File: src/rtl/capture_buffer_master.sv
`timescale 1ns/1ps
// capture_buffer_master
//   Initiator for the capture buffer's write/read port. After a start pulse it
//   pulls buffer_length I/Q samples from an upstream valid/ready stream and
//   writes them to buffer addresses 0..buffer_length-1. It then reads the same
//   addresses back in order and hands each sample downstream on a valid/ready
//   stream. A missing write response or read data beat aborts the run with a
//   sticky error flag.
//
// Ports
//   clk, rst_n            clock (rising edge), asynchronous active-low reset
//   start/busy/done/error run control: start pulse, run-in-progress,
//                         end-of-run pulse, sticky timeout flag
//   in_valid/in_ready     upstream sample handshake, sample on in_i/in_q
//   m_axi_waddr/wvalid/wdata, s_axi_wready
//                         write request channel, wdata = {I, Q}
//   s_axi_bvalid/bresp, m_axi_bready
//                         write response channel (bresp unused)
//   m_axi_raddr/rvalid    read request (single-cycle pulse)
//   s_axi_rvalid, i, q, m_axi_rready, s_axi_rready
//                         read data return (s_axi_rready unused)
//   out_valid/out_ready   downstream sample handshake, sample on out_i/out_q
module capture_buffer_master #(
  parameter int buffer_length  = 10,
  parameter int index_bits     = 4,
  parameter int i_bits         = 12,
  parameter int q_bits         = 12,
  parameter int timeout_cycles = 15
) (
  input  logic                     clk,
  input  logic                     rst_n,
  input  logic                     start,
  output logic                     busy,
  output logic                     done,
  output logic                     error,
  input  logic                     in_valid,
  output logic                     in_ready,
  input  logic [i_bits-1:0]        in_i,
  input  logic [q_bits-1:0]        in_q,
  output logic [index_bits-1:0]    m_axi_waddr,
  output logic                     m_axi_wvalid,
  output logic [i_bits+q_bits-1:0] m_axi_wdata,
  input  logic                     s_axi_wready,
  input  logic                     s_axi_bvalid,
  input  logic                     s_axi_bresp,
  output logic                     m_axi_bready,
  output logic [index_bits-1:0]    m_axi_raddr,
  output logic                     m_axi_rvalid,
  output logic                     m_axi_rready,
  input  logic                     s_axi_rready,
  input  logic                     s_axi_rvalid,
  input  logic [i_bits-1:0]        i,
  input  logic [q_bits-1:0]        q,
  output logic                     out_valid,
  output logic [i_bits-1:0]        out_i,
  output logic [q_bits-1:0]        out_q,
  input  logic                     out_ready
);

  localparam int TMR_W = $clog2(timeout_cycles + 1);

  typedef enum logic [2:0] {
    IDLE,
    WR_IN,
    WR_REQ,
    WR_RESP,
    RD_REQ,
    RD_WAIT,
    RD_OUT
  } state_t;

  state_t                  state, state_nxt;
  logic [index_bits-1:0]   addr, addr_nxt;
  logic [TMR_W-1:0]        timer, timer_nxt;
  logic                    error_q, error_nxt;
  logic                    done_q, done_nxt;
  logic                    wr_load, rd_load;
  logic                    last_addr, timer_expired;

  logic signed [i_bits-1:0] wr_i_p0, rd_i_p1;
  logic signed [q_bits-1:0] wr_q_p0, rd_q_p1;

  // Response fields this initiator has no use for.
  logic unused_inputs;
  assign unused_inputs = s_axi_bresp ^ s_axi_rready;

  assign last_addr     = (addr == index_bits'(buffer_length - 1));
  // The wait that lands on this count is the timeout_cycles-th waiting cycle.
  assign timer_expired = (timer == TMR_W'(timeout_cycles - 1));

  always_comb begin
    state_nxt    = state;
    addr_nxt     = addr;
    timer_nxt    = timer;
    error_nxt    = error_q;
    done_nxt     = 1'b0;
    wr_load      = 1'b0;
    rd_load      = 1'b0;
    in_ready     = 1'b0;
    m_axi_wvalid = 1'b0;
    m_axi_bready = 1'b0;
    m_axi_rvalid = 1'b0;
    m_axi_rready = 1'b0;
    out_valid    = 1'b0;
    case (state)
      IDLE: begin
        // done_q high means this is the cycle right after a finished run;
        // a start arriving then is dropped.
        if (start && !done_q) begin
          state_nxt = WR_IN;
          addr_nxt  = '0;
          error_nxt = 1'b0;
        end
      end
      WR_IN: begin
        in_ready = 1'b1;
        if (in_valid) begin
          wr_load   = 1'b1;
          state_nxt = WR_REQ;
        end
      end
      WR_REQ: begin
        m_axi_wvalid = 1'b1;
        if (s_axi_wready) begin
          state_nxt = WR_RESP;
          timer_nxt = '0;
        end
      end
      WR_RESP: begin
        m_axi_bready = 1'b1;
        if (s_axi_bvalid) begin
          if (last_addr) begin
            addr_nxt  = '0;
            state_nxt = RD_REQ;
          end else begin
            addr_nxt  = addr + index_bits'(1);
            state_nxt = WR_IN;
          end
        end else if (timer_expired) begin
          error_nxt = 1'b1;
          addr_nxt  = '0;
          state_nxt = IDLE;
        end else begin
          timer_nxt = timer + TMR_W'(1);
        end
      end
      RD_REQ: begin
        m_axi_rvalid = 1'b1;
        timer_nxt    = '0;
        state_nxt    = RD_WAIT;
      end
      RD_WAIT: begin
        m_axi_rready = 1'b1;
        if (s_axi_rvalid) begin
          rd_load   = 1'b1;
          state_nxt = RD_OUT;
        end else if (timer_expired) begin
          error_nxt = 1'b1;
          addr_nxt  = '0;
          state_nxt = IDLE;
        end else begin
          timer_nxt = timer + TMR_W'(1);
        end
      end
      RD_OUT: begin
        out_valid = 1'b1;
        if (out_ready) begin
          if (last_addr) begin
            done_nxt  = 1'b1;
            addr_nxt  = '0;
            state_nxt = IDLE;
          end else begin
            addr_nxt  = addr + index_bits'(1);
            state_nxt = RD_REQ;
          end
        end
      end
      default: state_nxt = IDLE;
    endcase
  end

  always_ff @(posedge clk or negedge rst_n) begin
    if (!rst_n) begin
      state   <= IDLE;
      addr    <= '0;
      timer   <= '0;
      error_q <= 1'b0;
      done_q  <= 1'b0;
    end else begin
      state   <= state_nxt;
      addr    <= addr_nxt;
      timer   <= timer_nxt;
      error_q <= error_nxt;
      done_q  <= done_nxt;
    end
  end

  // Stage p0: upstream sample captured for the write request.
  always_ff @(posedge clk or negedge rst_n) begin
    if (!rst_n) begin
      wr_i_p0 <= '0;
      wr_q_p0 <= '0;
    end else if (wr_load) begin
      wr_i_p0 <= in_i;
      wr_q_p0 <= in_q;
    end
  end

  // Stage p1: read-back sample captured and held until downstream accepts.
  always_ff @(posedge clk or negedge rst_n) begin
    if (!rst_n) begin
      rd_i_p1 <= '0;
      rd_q_p1 <= '0;
    end else if (rd_load) begin
      rd_i_p1 <= i;
      rd_q_p1 <= q;
    end
  end

  assign busy        = (state != IDLE);
  assign done        = done_q;
  assign error       = error_q;
  assign m_axi_waddr = addr;
  assign m_axi_raddr = addr;
  assign m_axi_wdata = {wr_i_p0, wr_q_p0};
  assign out_i       = rd_i_p1;
  assign out_q       = rd_q_p1;

endmodule

File: config.mk
export PLATFORM = sky130hd
export DESIGN_NAME = capture_buffer_master
export DESIGN_NICKNAME = d
export VERILOG_FILES = /design/src/rtl/capture_buffer_master.sv
export SDC_FILE = /design/constraint.sdc
export NUM_CORES = 1
export LEC_CHECK = 0
export BUFFER_PORTS_ARGS = -buffer_cell sky130_fd_sc_hd__buf_2
export CAP_MARGIN = 20
export CORE_MARGIN = 3
export CORE_UTILIZATION = 25
export CTS_BUF_LIST = sky130_fd_sc_hd__clkbuf_4
export DETAILED_ROUTE_END_ITERATION = 16
export HOLD_SLACK_MARGIN = 0.12
export PLACE_DENSITY = 0.49
export SYNTH_ARGS = -nofsm -noshare
export SYNTH_HDL_FRONTEND = slang
export SYNTH_SLANG_ARGS = --single-unit
export TNS_END_PERCENT = 30
File: constraint.sdc
create_clock -name clk -period 1.7 [get_ports clk]
set_input_delay 0.425 -clock clk [delete_from_list [all_inputs] [get_ports clk]]
set_output_delay 0.425 -clock clk [all_outputs]
set_load 0.005 [all_outputs]
# Word level (Yosys, flattened, before mapping)

Cells that the tools add are included.

Flip-flop bits (word level): 61

Add/sub/neg operators: 2
Eq/ne operators: 14
Multiplexer cells: 40
Reductions and logical operators: 11

Operators by type and width:

| kind                                          | count |
|---|---|
| 2-to-1 mux 4 bit                              | 10 |
| case mux 4 bit (4 select lines)               | 2 |
| 2-to-1 mux 3 bit                              | 9 |
| case mux 3 bit (7 select lines)               | 1 |
| 2-to-1 mux 1 bit                              | 17 |
| AND reduction 4 bit                           | 4 |
| inequality test 2 bit, second input constant  | 6 |
| == test 3 bit, second input constant          | 3 |
| adder 4 x 1 -> 4 bit, second input constant   | 2 |
| == test 4 bit, second input constant          | 2 |
| nonzero test 4 bit                            | 2 |
| == test 3 x 2 -> 1 bit, second input constant | 2 |
| nonzero test 3 bit                            | 2 |
| == test 3 x 1 -> 1 bit, second input constant | 1 |
| zero test 3 bit                               | 1 |
| case mux 1 bit (3 select lines)               | 1 |
| logical AND 1 bit                             | 1 |
| zero test 1 bit                               | 1 |

# Depth between registers and ports, before layout

Gate-level depths: netlist of the first run.

Depth in word-level cells: 4
Gate-level depth with buffers: 6
Mapped depth without buffers: 6

# Worst setup path before layout of the first run

Ideal clock, no wire load.

Path type: register to register
Start point: register state[1]
End point: register wr_i_p0[0]
Setup time: 127 ps
Data arrival time: 1466 ps
Data required time: 1573 ps
Setup slack: 106 ps
Stages on the path, launching flop included: 7
Clock period less this slack: 1594 ps
Cells stage by stage: dfrtp_1 -> buf_4 -> nor3_2 -> and2_1 -> buf_2 -> buf_6 -> mux2_1

Longest elaborated chain between the ends: 2

RTL lines:

| item                     | RTL line | source |
|---|---|---|
| start: declaration       | 72       | `state_t state, state_nxt;` |
| start signal: assignment | 190      | `state <= state_nxt;` |
| == test 3 x 1 -> 1 bit   | 105      | `case (state)` |
| 2-to-1 mux 1 bit         | 105      |  |
| end signal: assignment   | 204      | `wr_i_p0 <= in_i;` |
| end: declaration         | 80       | `logic signed [i_bits-1:0] wr_i_p0, rd_i_p1;` |

Every way passes these cells.
A chain may end at the register's enable or synchronous reset.

# Final worst setup path of the first run

Start point: register state[0]
End point: output port in_ready

Longest elaborated chain between the ends: 2

RTL lines:

| item                   | RTL line | source |
|---|---|---|
| == test 3 x 1 -> 1 bit | 105      |  |
| 2-to-1 mux 1 bit       | 105      |  |
| end: declaration       | 37       | `output logic in_ready,` |

Every way passes these cells.

==> results by group, run 1 <==
STA
  • Setup slack of the critical path after layout: -0.0793 ns
  • Worst Clk Skew: 0.0135 ns
  • Relative slew slack: 0.745
  • Tightest Pin Transition: 0.379 ns
  • Final setup viols: 10
  • Number of pins with negative max-slew slack in the final report: 0
  • Share of the clock period used by the worst path: 1.05
  • Final hold viol count: 0
  • Setup repair after global routing missed its margin: true
  • Maximum clock frequency: roughly 560 MHz
  • Shortest period the worst path allows: 1.78 ns

Power
  • Maximum resistive drop on vdd: 0.497 mV
  • Power consumption: approximately 6.4 mW
  • Leakage: about 2.1 nW
  • Power per Cell Area: roughly 1500 nW/um2

Clocking
  • Number of buffers between clock root and the deepest sink: 2
  • Number of levels the H-tree was split into: 3
  • Clock slew at reported path FFs: ~0.11 ns
  • Number of clock buffers inserted by TritonCTS: 9
  • Clock Tree Root: sky130_fd_sc_hd__clkbuf_4
  • Clock insertion delay at the later pin of the skew report: ~0.38 ns
  • Clock tree from TritonCTS: yes
  • Total number of clock tree sinks: 61

Setup path
  • Worst Setup End Kind: output port
  • Critical path start-end classification: flip-flop to output port
  • Crit Reg-Reg Startpoint: state[2]
  • Biggest cell delay along the critical path: 0.43 ns
  • Worst reg-to-reg setup slack: -0.06 ns
  • Highest-delay cell along the critical path: sky130_fd_sc_hd__dfrtp_2
  • Crit path cell chain: buf_6 -> inv_2 -> nor3_2 -> buf_4 -> buf_2
  • Required time of the critical path: roughly 1.3 ns
  • Data arrival time at the worst-slack endpoint: roughly 1.4 ns
  • Critical path startpoint: state[0]
  • Startpoint types: flip-flop
  • Max FO, Critical Path: 4

Job
  • Number of violations of the max-capacitance limit: 0

Placement
  • I/O Buffers: between 100 and 150
  • Total half-perimeter wirelength after legalization and detailed placement: around 5300 um
  • Placed cell count: between 500 and 600
  • Placer Congestion: between 0.7 and 0.8

Global routing
  • Global-route wire length before repair: ~12000 um
  • Remaining global-route overflow: 0
  • Antenna violations before repair: 0
  • Largest net degree at the start of global routing: a little over 60
  • Global router's overall resource usage: 0.115
  • Number of global-route vias before repair: approximately 2.5k

Cells and area
  • Layout cell share with drive strength beyond 1: 0.540
  • Number of nets in the layout: roughly 460
  • Area grow syn2layout: 45.6%
  • Final-layout fill cell count: around 1.1k
  • Final instance count without filler cells: about 540
  • Count of inserted antenna diode cells: 0
  • Layout Utilization: 0.379
  • Most common cell after layout, fill and taps aside: sky130_fd_sc_hd__buf_2
  • Top library cells by usage in the layout, fill and taps aside: sky130_fd_sc_hd__buf_2 (118), sky130_fd_sc_hd__dfrtp_1 (58), sky130_fd_sc_hd__mux2_1 (40), sky130_fd_sc_hd__buf_4 (31), sky130_fd_sc_hd__buf_6 (13)

Routing
  • Routed via count: between 2k and 2.5k
  • Total routed wirelength: between 7000 and 8000 um
  • Pre-antenna DRT Iters: 4
  • Post-detailed-route via-to-cell ratio: roughly 4.5
  • Routed len/inst: around 14 um
  • First-iteration detailed-routing DRC count: between 90 and 100
  • Post-route DRC: 0
  • Final ANT Viol Nets: 0

Status
  • Violated checks: setup timing
  • Result of the run: complete, but fails checks

Yosys
  • Post-Syn Area: a little under 3000 um2
  • FF+latch count, synth: 61
  • Net count of the mapped netlist: 294
  • Share of synthesized area occupied by flip-flops and latches: 0.529
  • Yosys warning total: 0
  • Instance count of the mapped netlist: about 230
  • Mean instance size in the synthesized netlist: between 10 and 15 um2
  • Netlist cell types: 43

Floorplanning
  • Vertical die dimension: between 100 and 150 um
  • Die boundary width: 113 um
  • Effective utilization at floorplan: 0.260
  • Floorplan row count: 38
  • Core outline area: around 11000 um2
  • I/O pin total: 123
  • DIE AREA: roughly 13000 um2

Worst hold path
  • Beginning of the worst hold path: i[8]
  • Type of the worst min-delay path: input pin to flip-flop
## report_power, final
part | internal [mW] | switching, mW
logic | 1.83 | 1.39
clock network | 0.275 | 0.511
registers | 2.05 | 0.313
total | 4.15 | 2.21
## metrics by stage
| step | cell area (um2) | hold WS, ns | worst slack, ns | TNS, ns |
|---|---|---|---|---|
| 2_1_floorplan | 2890 | 0.129 | 0.106 | 0 |
| 6_report | 4200 | 0.243 | -0.0793 | -0.446 |
| 3_3_place_gp | 3780 | 0.465 | -0.0496 | -0.123 |
| 5_1_grt | 4200 | 0.195 | -0.176 | -1.47 |
| 3_5_place_dp | 3780 | 0.470 | -0.0768 | -0.224 |
| 4_1_cts | 4060 | 0.189 | -0.107 | -0.871 |
## repair_timing
action	in CTS	in global routing
hold buffers	1	0
gates resized for setup	19	26
pin swaps	5	9
endpoints found under the setup margin	21	34
setup buffers	14	6
hold endpoints to repair	61	0
## routing by layer
layer  track usage  vias to the layer above  wire length [um]
met1         0.135                     1179              3120
met2         0.192                       85              3610
met4        0.0417                        0                75
met5             0                        -                 0
li1              -                     1156                 -
met3        0.0414                        9               566
## kinds of logic after synthesis
| logic type | count (synthesis) | synth area share |
|---|---|---|
| AND/OR/NAND/NOR | 54 | 0.110 |
| AO/OA/AOI/OAI | 40 | 0.0954 |
| adder cells (fa/ha/maj) | 4 | 0.0173 |
| flip-flops | 61 | 0.529 |
| buffers and inverters | 21 | 0.0464 |
| multiplexers | 52 | 0.202 |
## cells in the mapped netlist
library cell,count,share of area
sky130_fd_sc_hd__mux2_1,41,0.16
sky130_fd_sc_hd__and3_1,4,0.0087
sky130_fd_sc_hd__inv_1,5,0.0065
sky130_fd_sc_hd__o21a_1,1,0.0026
sky130_fd_sc_hd__a211oi_1,1,0.0026
sky130_fd_sc_hd__nor2_1,11,0.014
sky130_fd_sc_hd__a31oi_1,5,0.011
sky130_fd_sc_hd__a21oi_2,1,0.0030
sky130_fd_sc_hd__nor3_2,1,0.0035
sky130_fd_sc_hd__clkbuf_1,1,0.0013
sky130_fd_sc_hd__nand3b_1,3,0.0078
sky130_fd_sc_hd__o21ai_0,6,0.010
sky130_fd_sc_hd__o2bb2ai_1,2,0.0061
sky130_fd_sc_hd__mux2_2,9,0.035
sky130_fd_sc_hd__buf_4,5,0.013
sky130_fd_sc_hd__a311oi_1,1,0.0030
sky130_fd_sc_hd__nand2_1,7,0.0091
sky130_fd_sc_hd__nand3_1,2,0.0035
sky130_fd_sc_hd__or3b_1,2,0.0061
sky130_fd_sc_hd__buf_6,4,0.016
sky130_fd_sc_hd__nor4b_1,1,0.0030
sky130_fd_sc_hd__buf_2,5,0.0087
sky130_fd_sc_hd__nand4b_1,3,0.0091
sky130_fd_sc_hd__o221ai_1,3,0.0091
sky130_fd_sc_hd__a21o_1,1,0.0026
sky130_fd_sc_hd__and2_1,2,0.0043
sky130_fd_sc_hd__inv_2,1,0.0013
sky130_fd_sc_hd__nand2_2,1,0.0022
sky130_fd_sc_hd__and3b_1,1,0.0030
sky130_fd_sc_hd__a2111oi_0,1,0.0030
sky130_fd_sc_hd__nand4bb_1,1,0.0039
sky130_fd_sc_hd__nor2b_1,5,0.011
sky130_fd_sc_hd__o31ai_1,1,0.0026
sky130_fd_sc_hd__dfrtp_1,61,0.53
sky130_fd_sc_hd__o21ba_2,1,0.0035
sky130_fd_sc_hd__a21oi_1,10,0.017
sky130_fd_sc_hd__nand2b_1,7,0.015
sky130_fd_sc_hd__mux2i_1,2,0.0069
sky130_fd_sc_hd__nor3_1,3,0.0052
sky130_fd_sc_hd__o22ai_1,1,0.0022
sky130_fd_sc_hd__ha_1,4,0.017
sky130_fd_sc_hd__o211ai_1,3,0.0078
sky130_fd_sc_hd__a211oi_2,2,0.0087
## registers in the layout, summed over array words and instances (netlist names)
register,flops
done,1
error,1
m_axi_raddr,4
out_i,12
out_q,12
state,3
timer,4
wr_i_p0,12
wr_q_p0,12
## worst max-delay path, delay by kind of cell (launching register included)
kind	cells	cell delay, ns
buf+inv	4	0.41
flops	1	0.43
simple gates	1	0.13
## path summary, 6_finish.rpt
path                             endpoint  depth (start not counted)
setup / recovery                 in_ready                          5
hold / removal                   out_i[8]                          2
setup reg to reg           m_axi_raddr[3]                          5
hold reg to reg               wr_i_p0[10]                          1
max in group asynchronous        state[2]                          3
min in group asynchronous        out_q[8]                          3
## area by class of cell
type                    count  area, um2  share of cell area
clock inverters             6       31.3             0.00745
flip-flops and latches     61       1530               0.364
clock buffers               9       67.6              0.0161
well taps                 140        175              0.0417
inverters                   6       22.5             0.00536
multi-input cells         150       1330               0.318
repair buffers            166       1040               0.248
No activity file was read; power rests on OpenSTA's default activity.
==> inputs of run 2 (changes only) <==
--- a/config.mk
+++ b/config.mk
@@ -12,6 +12,7 @@
 export CTS_BUF_LIST = sky130_fd_sc_hd__clkbuf_4
 export DETAILED_ROUTE_END_ITERATION = 16
 export HOLD_SLACK_MARGIN = 0.12
+export MAX_ROUTING_LAYER = met4
 export PLACE_DENSITY = 0.49
 export SYNTH_ARGS = -nofsm -noshare
 export SYNTH_HDL_FRONTEND = slang
==> run 2 against run 1 <==
The run still ends with setup timing left; sequential share of layout area down 0.087 points; register-to-register slack better by 0.03 ns; die area unchanged; non-clock buffer count unchanged; cell area up 0.24%; maximum frequency up 0.27%; combinational power about the same; total power up 0.31%; largest cell class unchanged.
==> results by group, run 2 (synthesis results as in run 1) <==
Setup path
  • Crit Reg-Reg Startpoint: state[2]
  • Worst Setup End Kind: output port
  • Worst reg-to-reg setup slack: -0.03 ns
  • Depth of the worst register-to-register path: 5
  • Capture instance of the worst register-to-register path: m_axi_raddr[1]
  • Required time of the critical path: 1.27 ns
  • Startpoint types: flip-flop
  • Max FO, Critical Path: 6
  • Data arrival time at the worst-slack endpoint: ~1.4 ns
  • Critical path start-end classification: flip-flop to output port

Floorplanning
  • I/O pin total: between 100 and 150
  • DIE AREA: ~13000 um2
  • Die boundary width: 113 um
  • Vertical die dimension: 113 um
  • Floorplan row count: 38
  • Effective utilization at floorplan: 0.260
  • Core outline area: ~11000 um2

Clocking
  • Total number of clock tree sinks: between 60 and 70
  • Clock tree from TritonCTS: yes
  • Number of levels the H-tree was split into: 3
  • Clock slew at reported path FFs: about 0.11 ns
  • Number of clock buffers inserted by TritonCTS: 9
  • Clock insertion delay at the later pin of the skew report: around 0.39 ns
  • Number of buffers between clock root and the deepest sink: 2
  • Clock Tree Root: sky130_fd_sc_hd__clkbuf_4

Placement
  • Placer Congestion: between 0.8 and 0.9
  • Total half-perimeter wirelength after legalization and detailed placement: between 5000 and 6000 um
  • Pre-CTS setup slack: -0.0768 ns
  • I/O Buffers: between 100 and 150

Cells and area
  • Most common cell after layout, fill and taps aside: sky130_fd_sc_hd__buf_2
  • Number of nets in the layout: 456
  • Count of inserted antenna diode cells: 0
  • Top library cells by usage in the layout, fill and taps aside: sky130_fd_sc_hd__buf_2 (118), sky130_fd_sc_hd__dfrtp_1 (58), sky130_fd_sc_hd__mux2_1 (40), sky130_fd_sc_hd__buf_4 (31), sky130_fd_sc_hd__buf_6 (13)
  • Area grow syn2layout: 45.9%
  • Layout Utilization: 0.380
  • Layout cell share with drive strength beyond 1: 0.540

STA
  • Worst Clk Skew: ~0.012 ns
  • Setup slack of the critical path after layout: -0.0746 ns
  • Setup repair after global routing missed its margin: true
  • Maximum clock frequency: around 560 MHz
  • Relative slew slack: 0.747
  • Final setup viols: 9
  • Share of the clock period used by the worst path: 1.04
  • Final hold viol count: 0
  • Tightest Pin Transition: about 0.38 ns
  • Number of pins with negative max-slew slack in the final report: 0
  • Shortest period the worst path allows: 1.77 ns

Global routing
  • Number of global-route vias before repair: ~2.5k
  • Largest net degree at the start of global routing: between 60 and 70
  • Remaining global-route overflow: 0
  • Antenna violations before repair: 0
  • Global-route wire length before repair: about 12000 um
  • Global router's overall resource usage: 0.118

Power
  • Power per Cell Area: 1520 nW/um2
  • Leakage: roughly 2.1 nW
  • Maximum resistive drop on vdd: between 0.5 and 0.6 mV

Worst hold path
  • Beginning of the worst hold path: i[8]
  • Type of the worst min-delay path: input pin to flip-flop
  • Number of cells on the worst hold path: 2
  • End of the worst hold path: out_i[8]

Routing
  • Post-route DRC: 0
  • Pre-antenna DRT Iters: 4
  • Routed len/inst: 13.9 um
  • Post-detailed-route via-to-cell ratio: 4.53
  • Total routed wirelength: between 7000 and 8000 um
  • First-iteration detailed-routing DRC count: approximately 110
  • Final ANT Viol Nets: 0
  • Routed via count: around 2.4k

Job
  • Number of violations of the max-capacitance limit: 0

Status
  • Violated checks: setup timing
  • Result of the run: complete, but fails checks
## run 2: cell types whose count changed in the layout (fill, tap and decap cells not counted)
cell / delta
sky130_fd_sc_hd__and3_1: +1
sky130_fd_sc_hd__nor4b_4: +1
sky130_fd_sc_hd__o21ai_0: -1
sky130_fd_sc_hd__nor4b_2: -1
sky130_fd_sc_hd__o221ai_2: +1
sky130_fd_sc_hd__o21ai_1: +1
sky130_fd_sc_hd__and3_4: -1
sky130_fd_sc_hd__o221ai_1: -1
## run 2: power breakdown
group | leakage [nW] | switching, mW | internal [mW]
registers | 0.761 | 0.312 | 2.05
logic | 1.26 | 1.41 | 1.83
clock network | 0.0503 | 0.514 | 0.275
total | 2.07 | 2.23 | 4.15
## run 2: worst max-delay path, cell delays in order, from the launching register on
cell and delay, ns:
sky130_fd_sc_hd__dfrtp_2 0.49, sky130_fd_sc_hd__buf_6 0.15, sky130_fd_sc_hd__nor2_4 0.12, sky130_fd_sc_hd__nand2_2 0.08, sky130_fd_sc_hd__buf_6 0.12
## run 2: how the worst max path moves through the flow
stage	startpoint	endpoint	slack [ns]
finish	state[2]	busy	-0.07
global route	state[1]	m_axi_bready	-0.17
CTS	state[1]	m_axi_bready	-0.11
detailed placement	state[2]	m_axi_raddr[3]	-0.08
global placement	state[2]	m_axi_raddr[3]	-0.05
floorplan	state[1]	wr_i_p0[0]	0.11
## run 2: per-layer routing
metal	share of wire	GRT usage	routed length [um]	vias to the layer above
met2	0.49	0.192	3650	90
met5	0	-	0	-
met4	0.014	0.0417	104	0
met1	0.42	0.137	3160	1179
met3	0.074	0.0408	554	12
li1	-	-	-	1157
## run 2: what timing repair did
action / in CTS / in global routing
setup endpoints to repair: 21 / 35
hold endpoints to repair: 61 / 0
resized for setup: 19 / 28
hold buffers: 1 / 0
buffers inserted: 14 / 6
pin swaps: 5 / 6
## run 2: through the flow
stage / TNS (ns) / cell area (um2) / hold slack, ns / std cells / total power [mW]
after floorplan: 0 / 2890 / 0.129 / 232 / 3.74
after global placement: -0.123 / 3780 / 0.465 / 503 / 4.92
after detailed placement: -0.224 / 3780 / 0.470 / 503 / 4.97
after CTS: -0.871 / 4060 / 0.189 / 533 / 6.16
after global routing: -1.40 / 4210 / 0.191 / 538 / 6.92
final: -0.370 / 4210 / 0.241 / 538 / 6.39
## run 2: layout make-up
cell class | count | area [um2]
Fill cell | 1083 | 6870
Sequential cell | 61 | 1530
Multi-Input combinational cell | 150 | 1340
Timing Repair Buffer | 166 | 1040
Tap cell | 140 | 175
Clock buffer | 9 | 67.6
Clock inverter | 6 | 31.3
Inverter | 6 | 22.5
